[config.mk]
export PLATFORM = sky130hd
export DESIGN_NAME = mem_access
export DESIGN_NICKNAME = d
export VERILOG_FILES = /design/src/rtl/mem_pkg.sv /design/src/rtl/mem_load_align.sv /design/src/rtl/mem_access.sv
export SDC_FILE = /design/constraint.sdc
export NUM_CORES = 1
export LEC_CHECK = 0
export CAP_MARGIN = 10
export CORE_MARGIN = 2
export CORE_UTILIZATION = 41
export DETAILED_ROUTE_END_ITERATION = 12
export GPL_TIMING_DRIVEN = 0
export PLACE_DENSITY = 0.77
export SLEW_MARGIN = 20
export SYNTH_ARGS = -nofsm -noshare
export SYNTH_HDL_FRONTEND = slang
export SYNTH_SLANG_ARGS = --single-unit
[constraint.sdc]
create_clock -name clk -period 2.05 [get_ports clk]
set_input_delay 0.41 -clock clk [delete_from_list [all_inputs] [get_ports clk]]
set_output_delay 0.41 -clock clk [all_outputs]
set_load 0.02 [all_outputs]
[src/rtl/mem_pkg.sv]
// Shared definitions for the data-memory access stage: funct3 encodings,
// FSM state type, timer width and the access legality helper.
package mem_pkg;

    localparam logic [2:0] F3_B  = 3'b000;
    localparam logic [2:0] F3_H  = 3'b001;
    localparam logic [2:0] F3_W  = 3'b010;
    localparam logic [2:0] F3_BU = 3'b100;
    localparam logic [2:0] F3_HU = 3'b101;

    localparam int TIMER_W = $clog2(1024);

    typedef enum logic [1:0] {
        IDLE = 2'd0,
        BUSY = 2'd1,
        DONE = 2'd2
    } mem_state_t;

    // Legal funct3 for the access direction and natural alignment of the byte address.
    function automatic logic access_legal(input logic       is_load,
                                          input logic [2:0] f3,
                                          input logic [1:0] lane);
        logic ok;
        case (f3)
            F3_B:    ok = 1'b1;
            F3_H:    ok = ~lane[0];
            F3_W:    ok = (lane == 2'b00);
            F3_BU:   ok = is_load;
            F3_HU:   ok = is_load & ~lane[0];
            default: ok = 1'b0;
        endcase
        return ok;
    endfunction

endpackage

[src/rtl/mem_load_align.sv]
// Combinational load formatter: selects the addressed byte/halfword of a read
// word and sign- or zero-extends it according to funct3.
module mem_load_align
    import mem_pkg::*;
(
    input  logic [31:0] rdata,
    input  logic [1:0]  lane,
    input  logic [2:0]  funct3,
    output logic [31:0] result
);

    logic [7:0]  byte_sel;
    logic [15:0] half_sel;

    always_comb begin
        byte_sel = rdata[{lane, 3'b000} +: 8];
        half_sel = lane[1] ? rdata[31:16] : rdata[15:0];
        result   = rdata;
        case (funct3)
            F3_B:    result = {{24{byte_sel[7]}}, byte_sel};
            F3_H:    result = {{16{half_sel[15]}}, half_sel};
            F3_BU:   result = {24'h000000, byte_sel};
            F3_HU:   result = {16'h0000, half_sel};
            default: result = rdata;
        endcase
    end

endmodule

[src/rtl/mem_access.sv]
// Data-memory access stage: validates the access, drives a single request to
// memory, waits for ready or timeout, and formats the load result.
module mem_access
    import mem_pkg::*;
#(
    parameter int DMEM_TIMEOUT = 255
) (
    input  logic        clk,
    input  logic        rst,
    input  logic [31:0] EX_result,
    input  logic [31:0] reg_read_data_2,
    input  logic        ID_memread,
    input  logic        ID_memwrite,
    input  logic [2:0]  ID_memfunct,
    output logic        MEM_stall,
    output logic [31:0] MEM_read_data,
    output logic        MEM_error,
    output logic        dmem_req,
    output logic        dmem_we,
    output logic [31:0] dmem_addr,
    output logic [31:0] dmem_wdata,
    output logic [3:0]  dmem_be,
    input  logic        dmem_ready,
    input  logic [31:0] dmem_rdata
);

    localparam logic [TIMER_W-1:0] TIMEOUT_V = TIMER_W'(DMEM_TIMEOUT);

    mem_state_t         state_q, state_d;
    logic [TIMER_W-1:0] timer_q, timer_d;
    logic               req_q, req_d;
    logic               we_q, we_d;
    logic [31:0]        addr_q, addr_d;
    logic [31:0]        wdata_q, wdata_d;
    logic [3:0]         be_q, be_d;
    logic [1:0]         lane_q, lane_d;
    logic [2:0]         f3_q, f3_d;
    logic               load_q, load_d;
    logic [31:0]        rd_q, rd_d;
    logic               err_q, err_d;

    logic               access_req;
    logic               legal;
    logic [3:0]         st_be;
    logic [31:0]        st_wdata;
    logic [31:0]        load_result;

    assign access_req = ID_memread | ID_memwrite;
    assign legal      = (ID_memread ^ ID_memwrite) &&
                        access_legal(ID_memread, ID_memfunct, EX_result[1:0]);

    always_comb begin
        st_be    = 4'b1111;
        st_wdata = reg_read_data_2;
        case (ID_memfunct)
            F3_B: begin
                st_be    = 4'b0001 << EX_result[1:0];
                st_wdata = {4{reg_read_data_2[7:0]}};
            end
            F3_H: begin
                st_be    = EX_result[1] ? 4'b1100 : 4'b0011;
                st_wdata = {2{reg_read_data_2[15:0]}};
            end
            default: ;
        endcase
    end

    mem_load_align u_load_align (
        .rdata  (dmem_rdata),
        .lane   (lane_q),
        .funct3 (f3_q),
        .result (load_result)
    );

    // Memory handshake: dmem_req stays high with constant attributes for the
    // whole BUSY phase; a cycle with dmem_req=1 and dmem_ready=1 completes the
    // transfer, and dmem_ready is meaningless while dmem_req=0.
    always_comb begin
        state_d   = state_q;
        timer_d   = timer_q;
        req_d     = req_q;
        we_d      = we_q;
        addr_d    = addr_q;
        wdata_d   = wdata_q;
        be_d      = be_q;
        lane_d    = lane_q;
        f3_d      = f3_q;
        load_d    = load_q;
        rd_d      = rd_q;
        err_d     = err_q;
        MEM_stall = 1'b0;

        case (state_q)
            IDLE: begin
                if (access_req) begin
                    MEM_stall = 1'b1;
                    if (legal) begin
                        state_d = BUSY;
                        timer_d = '0;
                        req_d   = 1'b1;
                        we_d    = ID_memwrite;
                        addr_d  = {EX_result[31:2], 2'b00};
                        wdata_d = ID_memwrite ? st_wdata : 32'h0;
                        be_d    = ID_memwrite ? st_be : 4'b1111;
                        lane_d  = EX_result[1:0];
                        f3_d    = ID_memfunct;
                        load_d  = ID_memread;
                    end else begin
                        state_d = DONE;
                        err_d   = 1'b1;
                        rd_d    = 32'h0;
                    end
                end
            end
            BUSY: begin
                MEM_stall = 1'b1;
                if (dmem_ready) begin
                    state_d = DONE;
                    err_d   = 1'b0;
                    rd_d    = load_q ? load_result : 32'h0;
                end else begin
                    timer_d = timer_q + 1'b1;
                    if (timer_d == TIMEOUT_V) begin
                        state_d = DONE;
                        err_d   = 1'b1;
                        rd_d    = 32'h0;
                    end
                end
                // Memory-side outputs return to zero as soon as BUSY ends.
                if (state_d == DONE) begin
                    req_d   = 1'b0;
                    we_d    = 1'b0;
                    addr_d  = 32'h0;
                    wdata_d = 32'h0;
                    be_d    = 4'b0000;
                end
            end
            DONE: begin
                state_d = IDLE;
            end
            default: begin
                state_d = IDLE;
            end
        endcase
    end

    always_ff @(posedge clk) begin
        if (rst) begin
            state_q <= IDLE;
            timer_q <= '0;
            req_q   <= 1'b0;
            we_q    <= 1'b0;
            addr_q  <= 32'h0;
            wdata_q <= 32'h0;
            be_q    <= 4'b0000;
            lane_q  <= 2'b00;
            f3_q    <= 3'b000;
            load_q  <= 1'b0;
            rd_q    <= 32'h0;
            err_q   <= 1'b0;
        end else begin
            state_q <= state_d;
            timer_q <= timer_d;
            req_q   <= req_d;
            we_q    <= we_d;
            addr_q  <= addr_d;
            wdata_q <= wdata_d;
            be_q    <= be_d;
            lane_q  <= lane_d;
            f3_q    <= f3_d;
            load_q  <= load_d;
            rd_q    <= rd_d;
            err_q   <= err_d;
        end
    end

    assign dmem_req      = req_q;
    assign dmem_we       = we_q;
    assign dmem_addr     = addr_q;
    assign dmem_wdata    = wdata_q;
    assign dmem_be       = be_q;
    assign MEM_read_data = rd_q;
    assign MEM_error     = err_q;

endmodule

==> results.cfg <==
[cts]
cts.sinks = 119
clockRootBuffer = clkbuf_16
tritoncts = done
clock_insertion_delay_worst_skew_ps = 430
htree_num_levels = 4
clkTransAtPathRegs_ps = 60
cts_buffers = 17
clockBufferDepth = 2

[floorplan]
placementRows = 43
dieArea_mm2 = 0.0151
initial_core_util = 0.419
pin_count = 208
die-width_um = 123
core_area_mm2 = 0.0139
die_h_um = 123

[critical_path]
rr_startpoint = timer_q[1]
critPathArrivalTime_ps = 2460
critPathSlowestCell = nor4_4
path_class = flip-flop to flip-flop
reg2regPathDepth = 8
rr_endpoint = dmem_addr[25]
crit_family = simple AND/OR/NAND/NOR gates
worstSetupStartpoint = timer_q[1]
endpoint = dmem_addr[25]
rrSetupSlack_ps = -50
cp_max_fo = 7
max_stage_delay_ps = 410
cp_num_cells = 8
startpoint_type = flip-flop
critPathCaptureType = flip-flop
worstPathCellList = ha_4, nand4_1, nor4_4, a211oi_4, nor3b_4, buf_6, buf_4, mux2i_1
cp.required_ps = 2410
cp_num_buf_inv = 2

[flow_run]
maxCapViolations = 0

[synthesis]
synth_top_area_share = 0.410
synthCells = 687
synthFlopType = dfxtp_1
synthTopCellsByArea = dfxtp_1, nand2b_1, o21ai_0
ys_seq_elements = 119
async_reset_ff_frac = 0
synth_common_cells = dfxtp_1, o21ai_0, nand2b_1
ys_warn_count = 0
avgSynthCellArea_um2 = 8.46
synth-edff-count = 0
ys_seq_area_frac = 0.410
yosysTopAreaCell = dfxtp_1
ys_types = 53
syn_area_mm2 = 0.00581
yosysMostFrequentCell = dfxtp_1

[placement]
hpwl_um = 14000
dpl.cell_count = 1073
dpl_cell_area_mm2 = 0.00811
io_buffer_count = 205
place_congestion = 0.897

[timing]
fin_worst_skew_ps = 8.55
maxSlewViolCount = 0
finalWorstSetupSlack_ps = -52.3
period_minus_slack_ps = 2100
slew_headroom = 0.574
setup_viol = 46
fmax_mhz = 476
hold_violations = 0
setup_tns_ps = -748
fin_hold_ws_ps = 434
finalCritPeriodShare = 1.03
rsz0062_at_grt = true
tightest_slew_ps = 639

[routing]
viasPerCell = 5.50
drtIter0Drc = 435
ant_nets = 0
vias = 6209
wirelength_um = 20500
dr.pass1.iters = 5
route.detailed.drc = 0
detail_route.wl_per_cell_um = 18.2

[global_route]
grt_pass1_vias = 5889
grt_usage = 0.259
grt_max_degree = 18
grt_pass1_wl_um = 30100
overflow = 0
antenna_found_initial = 0

[power]
p_leak_nw = 3.35
vdd_drop_max_mv = 0.553
p_total_w = 0.00666
cellPowerDensity_mw_per_mm2 = 708

[cells_and_area]
stdcell_area_mm2 = 0.00941
nFillCells = 1123
n_antenna_cell = 0
finalNonFillerCells = 1128
area_delta_synth_final_pct = 61.8
finish.net_count = 1042
drive_above_1_share = 0.196

[run_status]
status = finished, violations left
violations = setup timing

[worst_hold_path]
worstHoldPathType = input pin to flip-flop
[timing repair]
action,4_1_cts,5_1_grt
gates resized for setup,40,166
setup endpoints to repair,117,112
hold buffers,0,0
setup buffers,5,17
pin swaps,2,51
gates cloned,0,7
[cell families after synthesis]
logic type	count (synthesis)	share of synthesized area
other cells	1	0.000645
flops	119	0.410
simple gates	240	0.224
fa+ha+maj	3	0.00646
compound gates	184	0.201
mux	51	0.0938
buf+inv	89	0.0650
[power by group]
| group | leakage (nW) | switching [W] | internal [W] | total, W |
|---|---|---|---|---|
| clock | 0.303 | 0.00113 | 0.00206 | 0.00319 |
| combinational | 2.08 | 0.000527 | 0.000532 | 0.00106 |
| sequential | 0.963 | 0.0000390 | 0.00237 | 0.00241 |
| total | 3.35 | 0.00170 | 0.00496 | 0.00666 |
[per-layer routing]
layer	global-route usage	part of all wire	vias up
li1	-	-	2936
met1	0.301	0.39	2941
met2	0.424	0.48	274
met3	0.102	0.10	58
met4	0.109	0.029	0
met5	0	0	-
[layout by cell type (no fill, tap or decap), drive strengths merged, types with 31 or more instances in the layout]
cell type and n:
dfxtp 119, clkdlybuf4s50 197, nand2b 89, buf 46, inv 31, nand3 54, mux2i 32, nand2 31
nor2 36, o21ai 97, clkbuf 55
[worst reg2reg max path: stages, from the launching register on]
cell and delay [ps]:
dfxtp_4 370, ha_4 170, nand4_1 160, nor4_4 410, a211oi_4 120, nor3b_4 290, buf_6 210, buf_4 140
mux2i_1 160
[how the worst min path moves through the flow]
| stage | startpoint | end | slack (ps) | cells past startpoint |
|---|---|---|---|---|
| 2_1_floorplan | load_q | load_q | 450 | 2 |
| 3_3_place_gp | MEM_error | MEM_error | 450 | 1 |
| 3_5_place_dp | MEM_error | MEM_error | 460 | 1 |
| 4_1_cts | ID_memfunct[2] | f3_q[2] | 420 | 3 |
| 5_1_grt | ID_memfunct[2] | f3_q[2] | 470 | 3 |
| 6_report | ID_memfunct[2] | f3_q[2] | 430 | 3 |
[final cells by class]
cell class | instances | area, um^2 | share of cell area
Multi-Input combinational cell | 480 | 3410 | 0.363
Sequential cell | 119 | 2390 | 0.254
Timing Repair Buffer | 234 | 2330 | 0.248
Clock buffer | 19 | 443 | 0.0471
Buffer | 53 | 315 | 0.0335
Tap cell | 180 | 225 | 0.0239
Clock inverter | 13 | 178 | 0.0189
Inverter | 30 | 113 | 0.0120
[sequential cells by signal, summed over array words and instances (netlist names)]
register and count:
timer_q 10, f3_q 3, lane_q 2, load_q 1, dmem_req 1, dmem_be 4
dmem_addr 30, MEM_error 1, dmem_wdata 32, state_q 2, MEM_read_data 32, dmem_we 1
[stage by stage]
step | worst slack (ps) | util
final | -52.3 | 0.678
after global routing | -165 | 0.678
after CTS | 5.36 | 0.638
after detailed placement | -933 | 0.584
after global placement | -934 | 0.584
after floorplan | -49.3 | -
Power figures use the tool's default switching activity.
